--- src/rtl/buffer_write_arbiter.sv ---
// Credit-aware round-robin arbiter merging NUM_REQ producers onto the write port
// of a credit-based CDC buffer; bursts of up to QUANTUM beats per grant.
//
// state | meaning
// IDLE  | no owner; round-robin pick from rr_ptr, transfer immediately if credit allows
// BURST | owner locked; only owner may transfer until QUANTUM beats or owner drops valid
module buffer_write_arbiter #(
   parameter int NUM_REQ = 4,
   parameter int WIDTH   = 32,
   parameter int DEPTH   = 1024,
   parameter int ADDR_W  = $clog2(DEPTH),
   parameter int QUANTUM = 4,
   parameter int IDX_W   = $clog2(NUM_REQ)
) (
   input  logic                     re_clk,
   input  logic                     re_reset,
   input  logic [NUM_REQ-1:0]       req_valid,
   input  logic [NUM_REQ*WIDTH-1:0] req_data,
   output logic [NUM_REQ-1:0]       req_ready,
   input  logic [ADDR_W:0]          re_credit,
   output logic                     re_valid,
   output logic [WIDTH-1:0]         re_data,
   output logic [IDX_W-1:0]         grant_id,
   output logic                     credit_stall
);

   localparam int CNT_W = $clog2(QUANTUM + 1);

   typedef enum logic {IDLE, BURST} state_t;

   state_t             state_q, state_d;
   logic [IDX_W-1:0]   rr_ptr_q, rr_ptr_d;
   logic [IDX_W-1:0]   owner_q, owner_d;
   logic [CNT_W-1:0]   beat_cnt_q, beat_cnt_d;
   logic               re_valid_q, re_valid_d;
   logic [WIDTH-1:0]   re_data_q, re_data_d;
   logic [IDX_W-1:0]   grant_id_q, grant_id_d;

   logic [ADDR_W:0]    eff_credit;
   logic               can_issue;
   logic               xfer;
   logic [IDX_W-1:0]   sel_idx;
   logic [IDX_W-1:0]   pick;
   logic               pick_found;
   logic [CNT_W-1:0]   beat_nxt;
   int                 scan_j;

   function automatic logic [IDX_W-1:0] nxt_idx(input logic [IDX_W-1:0] i);
      return (int'(i) == NUM_REQ - 1) ? '0 : i + 1'b1;
   endfunction

   // The beat currently on re_valid is not yet reflected in re_credit.
   assign eff_credit   = re_credit - {{ADDR_W{1'b0}}, re_valid_q};
   assign can_issue    = (eff_credit != '0);
   assign credit_stall = !re_reset && (|req_valid) && !can_issue;

   always_comb begin
      state_d    = state_q;
      rr_ptr_d   = rr_ptr_q;
      owner_d    = owner_q;
      beat_cnt_d = beat_cnt_q;
      req_ready  = '0;
      xfer       = 1'b0;
      sel_idx    = owner_q;
      pick       = '0;
      pick_found = 1'b0;
      scan_j     = 0;
      beat_nxt   = beat_cnt_q + CNT_W'(1);

      for (int k = 0; k < NUM_REQ; k++) begin
         scan_j = int'(rr_ptr_q) + k;
         if (scan_j >= NUM_REQ) scan_j = scan_j - NUM_REQ;
         if (!pick_found && req_valid[scan_j]) begin
            pick       = IDX_W'(scan_j);
            pick_found = 1'b1;
         end
      end

      case (state_q)
         IDLE: begin
            if (pick_found && can_issue) begin
               xfer       = 1'b1;
               sel_idx    = pick;
               beat_cnt_d = CNT_W'(1);
               if (QUANTUM == 1) begin
                  rr_ptr_d = nxt_idx(pick);
               end else begin
                  state_d = BURST;
                  owner_d = pick;
               end
            end
         end
         BURST: begin
            if (req_valid[owner_q]) begin
               if (can_issue) begin
                  xfer       = 1'b1;
                  beat_cnt_d = beat_nxt;
                  if (beat_nxt == CNT_W'(QUANTUM)) begin
                     state_d  = IDLE;
                     rr_ptr_d = nxt_idx(owner_q);
                  end
               end
            end else begin
               // Owner dropped: release with one bubble, nobody else served this cycle.
               state_d  = IDLE;
               rr_ptr_d = nxt_idx(owner_q);
            end
         end
         default: state_d = IDLE;
      endcase

      if (re_reset) xfer = 1'b0;
      if (xfer) req_ready[sel_idx] = 1'b1;

      re_valid_d = xfer;
      re_data_d  = xfer ? req_data[sel_idx*WIDTH +: WIDTH] : re_data_q;
      grant_id_d = xfer ? sel_idx : grant_id_q;
   end

   always_ff @(posedge re_clk) begin
      if (re_reset) begin
         state_q    <= IDLE;
         rr_ptr_q   <= '0;
         owner_q    <= '0;
         beat_cnt_q <= '0;
         re_valid_q <= 1'b0;
         re_data_q  <= '0;
         grant_id_q <= '0;
      end else begin
         state_q    <= state_d;
         rr_ptr_q   <= rr_ptr_d;
         owner_q    <= owner_d;
         beat_cnt_q <= beat_cnt_d;
         re_valid_q <= re_valid_d;
         re_data_q  <= re_data_d;
         grant_id_q <= grant_id_d;
      end
   end

   assign re_valid = re_valid_q;
   assign re_data  = re_data_q;
   assign grant_id = grant_id_q;

endmodule
--- config.mk ---
export PLATFORM = sky130hd
export DESIGN_NAME = buffer_write_arbiter
export DESIGN_NICKNAME = d
export VERILOG_FILES = /design/src/rtl/buffer_write_arbiter.sv
export SDC_FILE = /design/constraint.sdc
export NUM_CORES = 1
export LEC_CHECK = 0
export ABC_CLOCK_PERIOD_IN_PS = 4600
export CAP_MARGIN = 20
export CORE_ASPECT_RATIO = 1.1
export CORE_MARGIN = 2
export CORE_UTILIZATION = 35
export DETAILED_ROUTE_END_ITERATION = 16
export PLACE_DENSITY = 0.82
export SLEW_MARGIN = 20
export SYNTH_ARGS = -nofsm -noshare
export SYNTH_HDL_FRONTEND = slang
export SYNTH_SLANG_ARGS = --single-unit
--- constraint.sdc ---
create_clock -name re_clk -period 4.6 [get_ports re_clk]
set_input_delay 1.38 -clock re_clk [delete_from_list [all_inputs] [get_ports re_clk]]
set_output_delay 1.38 -clock re_clk [all_outputs]
set_load 0.005 [all_outputs]
==> metrics.md <==
| Metric | Value |
|---|---|
| Area after DPL | `4410 um^2` |
| Internal power | `0.000830 W` |
| Synth Warn # | `0` |
| Min Clock Period, post-route | `4.48 ns` |
| H-tree depth | `2` |
| Crit-path slowest cell | `clkdlybuf4s50_1` |
| Syn Nets | `about 410` |
| Psw | `approximately 0.00033 W` |
| Lkg Pwr | `2.10 nW` |
| Crit end category | `primary output` |
| Total power | `between 0.001 and 0.0015 W` |
| RSZ-0062 raised after global routing | `false` |
| Cell variety after synth | `38` |
| Syn Inst Count | `259` |
| Layout cell share with drive strength beyond 1 | `0.0897` |
| WP data arrival | `~3.1 ns` |
| Combinational share of power | `0.410` |
| Routed WL | `8430 um` |
| Reg clk slew, reported paths | `0.08 ns` |
| CP Depth | `9` |
| ANT cells | `0` |
| Layout Cells excl Fill | `roughly 530` |
| Sequential share of power | `0.399` |
| CTS root buffer | `clkbuf_8` |
| Tot GR Track Use | `0.207` |
| Flops & latches, synth | `43` |
| First-pass detailed-route iteration total | `4` |
| Routed WL per cell | `between 15 and 20 um` |
| Clock power share | `0.192` |
| Die width | `84.5 um` |
| Core Area | `6970 um^2` |
| Initial antenna violation count | `0` |
| Async set-reset flop share out of synthesis | `0` |
| Slowest cell delay on critical path | `0.45 ns` |
| Hold Crit Class | `reg -> reg` |
| CP delay by family, top | `buffers and inverters` |
| Mapped cell area | `2490 um^2` |
| GP Congestion | `around 0.75` |
| Vias per cell | `5.15` |
| Count of pins over their slew limit | `0` |
| Switch share | `0.284` |
| Min Hold Slack | `0.448 ns` |
| CP Max Fanout | `3` |
| Final period util | `0.974` |
| WP buf/inv | `4` |
| DRT iter0 DRCs | `64` |
| Total CTS buffers | `5` |
| Skew final | `between 0.006 and 0.007 ns` |
| Setup TNS | `0 ns` |
| # IOs | `around 190` |
| Global-route wire length before repair | `around 13000 um` |
| Top cells by area, synth | `dfxtp_1 35%, mux2i_1 26%, o221ai_1 11%, nand2_1 5.7%, ha_1 2.0%` |
| # hold bufs at CTS | `0` |
| Die ar. | `7820 um^2` |
| Slew HR | `0.629` |
| Post-route cell area | `4550 um^2` |
| Total gr overflow | `0` |
| Dominant synthesized flop cell | `dfxtp_1` |
| Via count | `2735` |
| CTS sink cnt | `43` |
| Worst-Skew Late Latency | `0.29 ns` |
| Largest net degree at the start of global routing | `34` |
| Cells on Worst Hold Path | `2` |
| Nets | `596` |
| Hold violation count in the final report | `0` |
| Clock Path Buffers | `2` |
| FMAX | `0.223 GHz` |
| Most frequent cell after synthesis | `mux2i_1` |
| Crit path launch type | `input pin` |
| Syn avg cell area | `9.63 um^2` |
| CTS tree | `yes` |
| Measured slew at the worst slew-check pin | `approximately 0.56 ns` |
| Status | `finished clean` |
| Hpwl dp | `6540 um` |
| Synth area leader | `dfxtp_1` |
| DRC Markers | `0` |
| Vias in the first global route | `2846` |
| Most frequent cells after synthesis | `66 x mux2i_1, 43 x dfxtp_1, 38 x nand2_1, 32 x o221ai_1, 10 x nor2_1` |
| Cells after DPL | `521` |
| Worst setup path class | `in -> out` |
| Post-synth top area share | `0.345` |
| Post-route ant nets | `0` |
| Max Cap Violations | `0` |
| CP Cell Sequence | `clkdlybuf4s50_1 -> nor4b_4 -> nand4_2 -> nand2_2 -> buf_6 -> mux2i_4 -> inv_2 -> and3_1 -> buf_2` |
| Buffers added on ports | `184` |
| Initial core utilization | `0.358` |
| Die height | `92.6 um` |
| Final setup vio count | `0` |
| Seq/Total Area, Yosys | `0.345` |
| Fill count | `606` |
| Site Rows | `32` |
| Number of enable flip-flop cells after synthesis | `0` |
| Worst Reg-to-Reg Cells | `12` |
| Worst EP required | `about 3.2 ns` |
| P&R area growth vs syn | `82.2%` |
| P per Cell Area | `255 nW/um^2` |
| Max IR drop VDD | `0.156 mV` |
-- area by class of cell --
type / count / area (um^2) / share of cell area
flip-flops and latches: 43 / 861 / 0.189
clock buffers: 6 / 72.6 / 0.0160
repair buffers: 199 / 1950 / 0.429
multi-input cells: 191 / 1530 / 0.337
well taps: 85 / 106 / 0.0234
inverters: 7 / 26.3 / 0.00578
-- flip-flops by register name, indices dropped and copies added (netlist names) --
| name | count |
|---|---|
| grant_id | 2 |
| state_q | 1 |
| beat_cnt_q | 3 |
| re_data | 32 |
| re_valid | 1 |
| rr_ptr_q | 2 |
| owner_q | 2 |
-- worst register-to-register path, delay by kind of cell, from the launching register on --
family                   cells  cell delay, ns
buffers and inverters        5            0.88
flip-flops                   1            0.33
AND/OR/NAND/NOR              3            0.45
AO/OA/AOI/OAI                1            0.15
adder cells (fa/ha/maj)      1            0.28
multiplexers                 2            0.61
-- power by group through the flow --
stage	Sequential [W]	Clock, W	Combinational [W]
floorplan	0.000470	0	0.000191
global placement	0.000467	0	0.000458
detailed placement	0.000469	0	0.000467
CTS	0.000462	0.000230	0.000481
global route	0.000470	0.000244	0.000509
finish	0.000462	0.000222	0.000475
-- worst paths after layout --
| kind | from | end | slack [ns] |
|---|---|---|---|
| worst min-delay path | grant_id[0] | grant_id[0] | 0.45 |
| worst max-delay path | re_credit[8] | req_ready[2] | 0.12 |
| worst min register to register | grant_id[0] | grant_id[0] | 0.45 |
| worst max register to register | re_valid | re_data[22] | 1.75 |
-- kinds of logic (layout without fill, tap and decap cells) --
family                   after synthesis  count (layout)  synth area share
XOR/XNOR                               2               2           0.00702
multiplexers                          68              68             0.279
flip-flops                            43              43             0.345
AND/OR/NAND/NOR                       69              69             0.137
AO/OA/AOI/OAI                         48              48             0.152
buffers and inverters                 25             212            0.0587
adder cells (fa/ha/maj)                4               4            0.0201
-- per-layer routing --
| layer | part of all wire | global-route usage | vias to the layer above |
|---|---|---|---|
| li1 | - | - | 1339 |
| met1 | 0.37 | 0.216 | 1267 |
| met2 | 0.54 | 0.397 | 114 |
| met3 | 0.076 | 0.0597 | 15 |
| met4 | 0.021 | 0.0608 | 0 |
| met5 | 0 | 0 | - |
-- layout by cell type, fill, tap and decap left out, types with 5 or more instances in the layout --
cell | Yosys | final
clkdlybuf4s50_1 | 0 | 174
mux2i_1 | 66 | 65
dfxtp_1 | 43 | 43
nand2_1 | 38 | 38
o221ai_1 | 32 | 32
buf_4 | 5 | 13
nor2_1 | 10 | 10
a21oi_1 | 8 | 8
inv_1 | 7 | 6
clkbuf_8 | 0 | 5
-- through the flow --
stage / worst slack, ns / utilization
6_report: 0.119 / 0.652
5_1_grt: 0.00494 / 0.652
4_1_cts: 0.0337 / 0.651
3_5_place_dp: -0.485 / 0.634
3_3_place_gp: -0.453 / 0.634
2_1_floorplan: 0.140 / -
-- what timing repair did --
action | CTS | global route
buffers inserted | 4 | 0
gates resized for setup | 26 | 4
pin swaps | 6 | 1
setup endpoints to repair | 5 | 3
No activity file was read; power rests on OpenSTA's default activity.
